### src/rtl/tmds_encoder_multi.sv
// tmds_encoder_multi: NUM_CH-lane two-stage TMDS/TERC4 encoder with per-lane running disparity.
// Define TMDS_DISP_MON_EN to add the disp_out / disp_err_out disparity monitor.
module tmds_encoder_multi #(
  parameter int NUM_CH = 3,
  parameter int CNT_W = 5
) (
  input  logic                  clk_in,
  input  logic                  rst_in,
  input  logic [2:0]            mode_in,
  input  logic [8*NUM_CH-1:0]   data_in,
  input  logic [2*NUM_CH-1:0]   ctrl_in,
  input  logic [4*NUM_CH-1:0]   aux_in,
  output logic [10*NUM_CH-1:0]  tmds_out
`ifdef TMDS_DISP_MON_EN
  ,
  output logic [CNT_W*NUM_CH-1:0] disp_out,
  output logic                    disp_err_out
`endif
);
  localparam logic [9:0] GB_EVEN = 10'b1011001100;
  localparam logic [9:0] GB_ODD = 10'b0100110011;
  localparam logic [9:0] CTRL_SYM [4] = '{10'b1101010100, 10'b0010101011, 10'b0101010100, 10'b1010101011};
  localparam logic [9:0] TERC4 [16] = '{
    10'b1010011100, 10'b1001100011, 10'b1011100100, 10'b1011100010,
    10'b0101110001, 10'b0100011110, 10'b0110001110, 10'b0100111100,
    10'b1011001100, 10'b0100111001, 10'b0110011100, 10'b1011000110,
    10'b1010001110, 10'b1001110001, 10'b0101100011, 10'b1011000011};
  function automatic logic [8:0] qm_f(input logic [7:0] d);
    logic [8:0] q;
    logic x;
    x = $countones(d) > 4 || ($countones(d) == 4 && !d[0]);
    q[0] = d[0];
    for (int i = 1; i < 8; i++) q[i] = x ? ~(q[i-1] ^ d[i]) : q[i-1] ^ d[i];
    q[8] = ~x;
    return q;
  endfunction
  // returns {symbol, next counter}; bal is n1-n0 over q[7:0]
  function automatic logic [9+CNT_W:0] video(input logic [8:0] q, input logic signed [CNT_W-1:0] c);
    logic signed [CNT_W-1:0] bal, tq, dq;
    logic eq, inv;
    bal = CNT_W'(2 * $countones(q[7:0]) - 8);
    tq = q[8] ? CNT_W'(2) : '0;
    dq = q[8] ? '0 : CNT_W'(2);
    eq = c == '0 || bal == '0;
    inv = eq ? ~q[8] : c[CNT_W-1] == bal[CNT_W-1];
    return {inv, q[8], inv ? ~q[7:0] : q[7:0],
            eq ? (q[8] ? c + bal : c - bal) : inv ? c + tq - bal : c + bal - dq};
  endfunction
  logic                      v1;
  logic [2:0]                mode1;
  logic [2*NUM_CH-1:0]       ctrl1;
  logic [4*NUM_CH-1:2]       aux1;
  logic [9*NUM_CH-1:0]       qm1, qm_n;
  logic [10*NUM_CH-1:0]      sym_n;
  logic [CNT_W*NUM_CH-1:0]   cnt, cnt_n;
  for (genvar k = 0; k < NUM_CH; k++) begin : g_lane
    logic [3:0]         nib;
    logic [9:0]         ig;
    logic [9+CNT_W:0]   vid;
    if (k == 0) begin : g_l0
      assign nib = {aux1[3:2], ctrl1[1:0]};
      assign ig = TERC4[{2'b11, ctrl1[1:0]}];
    end else begin : g_ln
      assign nib = aux1[4*k +: 4];
      assign ig = GB_ODD;
    end
    assign qm_n[9*k +: 9] = qm_f(data_in[8*k +: 8]);
    assign vid = video(qm1[9*k +: 9], $signed(cnt[CNT_W*k +: CNT_W]));
    assign sym_n[10*k +: 10] = !v1 ? '0 :
                               mode1 == 3'd1 ? vid[9+CNT_W:CNT_W] :
                               mode1 == 3'd2 ? (k % 2 == 1 ? GB_ODD : GB_EVEN) :
                               mode1 == 3'd3 ? ig :
                               mode1 == 3'd4 ? TERC4[nib] :
                               CTRL_SYM[ctrl1[2*k +: 2]];
    assign cnt_n[CNT_W*k +: CNT_W] = v1 && mode1 == 3'd1 ? vid[CNT_W-1:0] : '0;
  end
  always_ff @(posedge clk_in) begin
    if (rst_in) begin
      v1 <= 1'b0;
      mode1 <= '0;
      ctrl1 <= '0;
      aux1 <= '0;
      qm1 <= '0;
      tmds_out <= '0;
      cnt <= '0;
    end else begin
      v1 <= 1'b1;
      mode1 <= mode_in;
      ctrl1 <= ctrl_in;
      aux1 <= aux_in[4*NUM_CH-1:2];
      qm1 <= qm_n;
      tmds_out <= sym_n;
      cnt <= cnt_n;
    end
  end
`ifdef TMDS_DISP_MON_EN
  logic [NUM_CH-1:0] over;
  for (genvar k = 0; k < NUM_CH; k++) begin : g_mon
    assign over[k] = int'($signed(cnt_n[CNT_W*k +: CNT_W])) > 16 || int'($signed(cnt_n[CNT_W*k +: CNT_W])) < -16;
  end
  assign disp_out = cnt;
  always_ff @(posedge clk_in) disp_err_out <= rst_in ? 1'b0 : disp_err_out | (|over);
`endif
endmodule

### config.mk
export PLATFORM = sky130hd
export DESIGN_NAME = tmds_encoder_multi
export DESIGN_NICKNAME = d
export VERILOG_FILES = /design/src/rtl/tmds_encoder_multi.sv
export SDC_FILE = /design/constraint.sdc
export NUM_CORES = 1
export LEC_CHECK = 0
export ABC_AREA = 1
export ABC_CLOCK_PERIOD_IN_PS = 7300
export BUFFER_PORTS_ARGS = -buffer_cell sky130_fd_sc_hd__buf_2
export CAP_MARGIN = 20
export CORE_MARGIN = 3
export CORE_UTILIZATION = 48
export CTS_CLUSTER_DIAMETER = 80
export DETAILED_ROUTE_END_ITERATION = 16
export PLACE_DENSITY = 0.67
export SYNTH_ARGS = -nofsm -noshare
export SYNTH_HDL_FRONTEND = slang
export SYNTH_SLANG_ARGS = --single-unit
### constraint.sdc
create_clock -name clk_in -period 7.3 [get_ports clk_in]
set_input_delay 0.73 -clock clk_in [delete_from_list [all_inputs] [get_ports clk_in]]
set_output_delay 0.73 -clock clk_in [all_outputs]
set_load 0.02 [all_outputs]
==> flow_summary_export.csv <==
group,metric,value,unit
run_status,status,"finished clean",
grt,grt_pass1_vias,5940,
route,drc,0,
setup_path,critPathCaptureType,"flip-flop",
clocking,cts_tree,"done",
clocking,clk_pin_slew,0.06,ns
pwr,peakVddDrop,0.0001367,V
final_layout,nets,1213,
setup_path,worstPathCellList,"fa_1, inv_1, fa_1, fa_1, inv_1, ha_1, fa_1, xnor2_1, inv_1, ha_1, xnor2_2, o21ai_1, inv_1, nand2_1, nand3_1, a21oi_1",
die,start_util,50.28,%
sta,hold_violations,0,
yosys,synth_area_leaders,"dfxtp_1, ha_1, fa_1",
route,vias,6173,
yosys,ys_warn_count,0,
clocking,insertion_delay,0.35,ns
sta,fmax,197.6,MHz
sta,drv_slew,0,
pwr,finalPower,2.743,mW
pwr,p_leak,4.086,nW
yosys,synth_common_cells,"nand2_1, inv_1, dfxtp_1, a21oi_1, nor2_1",
sta,clock_skew,0.008356,ns
setup_path,path_max_fanout,11,
clocking,clock_sinks,89,
route,first_pass_iters,5,
yosys,synth_flop_cell,"dfxtp_1",
yosys,yosysMostFrequentCell,"nand2_1",
die,row_count,43,
final_layout,drive_above_1_share,12.50,%
grt,grt_max_degree,37,
sta,setup_slack,2.239,ns
grt,grt_pass1_wl,27150,µm
sta,maxSlewHeadroom,30.21,%
sta,fin_crit_sh,69.33,%
setup_path,cp.required,7.55,ns
clocking,post_cts_resized,0,
setup_path,crit_path_start_kind,"flip-flop",
sta,tightest_slew,1.043,ns
hold_path,hp-class,"reg2reg",
yosys,synth.distinct_cells,47,
yosys,synthArstFlopShare,0,%
yosys,synth_nets,1144,
job,cap_violations,0,
route,wl_per_cell,12.76,µm
yosys,synth_top_area_share,24.95,%
sta,rsz0062_at_grt,"no",
route,ant_nets,0,
yosys,synth_cells,990,
route,finalWirelength,15870,µm
yosys,yosysSeqAreaShare,24.95,%
yosys,synth_top_cell_by_area,"dfxtp_1",
place,numPortBuffers,74,
setup_path,critPathKind,"reg2reg",
clocking,cts_made_buffers,9,
clocking,cts-root-buf,"clkbuf_16",
setup_path,critPathMaxStageDelay,0.75,ns
place,dpl_worst_slack,2.291,ns
clocking,holdBufCountCts,0,
setup_path,arrival,5.31,ns
setup_path,cpMaxStageDelayCell,"o21ai_1",
die,die_w,128.0,µm
die,dieArea,16380,µm²
place,dp_hpwl,12800,µm
sta,setup_viol,0,
yosys,ys_ff_latch,89,
die,core_area,14200,µm²
yosys,synth_area,7142,µm²
final_layout,syn_to_final_growth,10.81,%
pwr,p_per_area,346.6,nW/µm²
clocking,htreeDepth,3,
route,viasPerCell,4.962,
yosys,synth_edf_count,0,
route,drt_iter0_drc,370,
grt,groute.usage.overall,20.37,%
clocking,cts_setup_buffers,0,
sta,finalCriticalPeriod,5.061,ns
sta,fin_tns_setup,0,ns
die,die_height,128.0,µm
grt,grt-ovfl-total,0,
place,gp_congestion,0.9091,
grt,antenna_found_initial,0,
yosys,syn_avg_cell_area,7.214,µm²
final_layout,antenna_cells,0,
clocking,cts_buffer_depth,2,
die,io-pin-count,77,
## metal layers
layer  GRT usage [%]  share of wire (%)
met1           28.11                 48
met2           32.69                 45
met3           3.917                4.9
met4           5.618                1.6
met5               0                  0
## state kept, by name, indices dropped and copies added (netlist names)
register,count
ctrl1,6
tmds_out,30
mode1,3
aux1,10
qm1,27
cnt,12
v1,1
## critical path: cells and delay by family (launching register included)
family	cells	cell delay, ns
fa+ha+maj	6	2.40
simple gates	2	0.20
compound gates	2	0.96
buf+inv	4	0.52
xor+xnor	2	0.55
flops	1	0.33
## cells in the final DEF (no fill, tap or decap), types with 7 or more instances in the layout
master / count
nand2_1: 191
inv_1: 180
dfxtp_1: 89
nor2_1: 76
a21oi_1: 76
buf_2: 74
ha_1: 68
o21ai_0: 63
nand3_1: 45
fa_1: 39
o21ai_1: 31
xnor2_1: 16
inv_2: 15
o211ai_1: 9
clkbuf_16: 9
nand2_2: 8
or2_1: 7
## layout make-up
cell class              instances  area, µm²
fillers                      1445       6290
multi-input cells             688       4526
flip-flops and latches         89       1782
inverters                     196      738.2
repair buffers                 75      377.9
clock buffers                  11      232.7
well taps                     180      225.2
clock inverters                 5      32.53
## path summary, 6_finish.rpt
check / start / end / slack, ns / cells past startpoint
hold reg to reg: qm1[25]$_SDFF_PP0_ / tmds_out[27]$_SDFF_PP0_ / 0.49 / 2
setup / recovery: qm1[18]$_SDFF_PP0_ / tmds_out[24]$_SDFF_PP0_ / 2.24 / 16
setup reg to reg: qm1[18]$_SDFF_PP0_ / tmds_out[24]$_SDFF_PP0_ / 2.24 / 16
hold / removal: qm1[25]$_SDFF_PP0_ / tmds_out[27]$_SDFF_PP0_ / 0.49 / 2
## cell families after synthesis
family | share of synthesized area (%)
fa+ha+maj | 22.85
buf+inv | 11.69
xor+xnor | 3.714
simple gates | 20.59
flops | 24.95
compound gates | 16.22
## where the power goes
part           switching (mW)  total [mW]  internal, mW  leakage, nW
registers              0.0418       0.580         0.538        0.735
logic                    1.05        1.74         0.688         3.22
clock network           0.193       0.423         0.230        0.133
## through the flow
stage | hold slack (ns) | utilization, % | instances | cell area, µm²
finish | 0.4914 | 55.72 | 1244 | 7914
floorplan | 0.4552 | - | 990 | 7142
global route | 0.5372 | 55.72 | 1244 | 7914
global placement | 0.4762 | 53.85 | 1228 | 7649
detailed placement | 0.4879 | 53.85 | 1228 | 7649
CTS | 0.4959 | 55.72 | 1244 | 7914
Note: power is estimated with default switching activity, not from simulation.
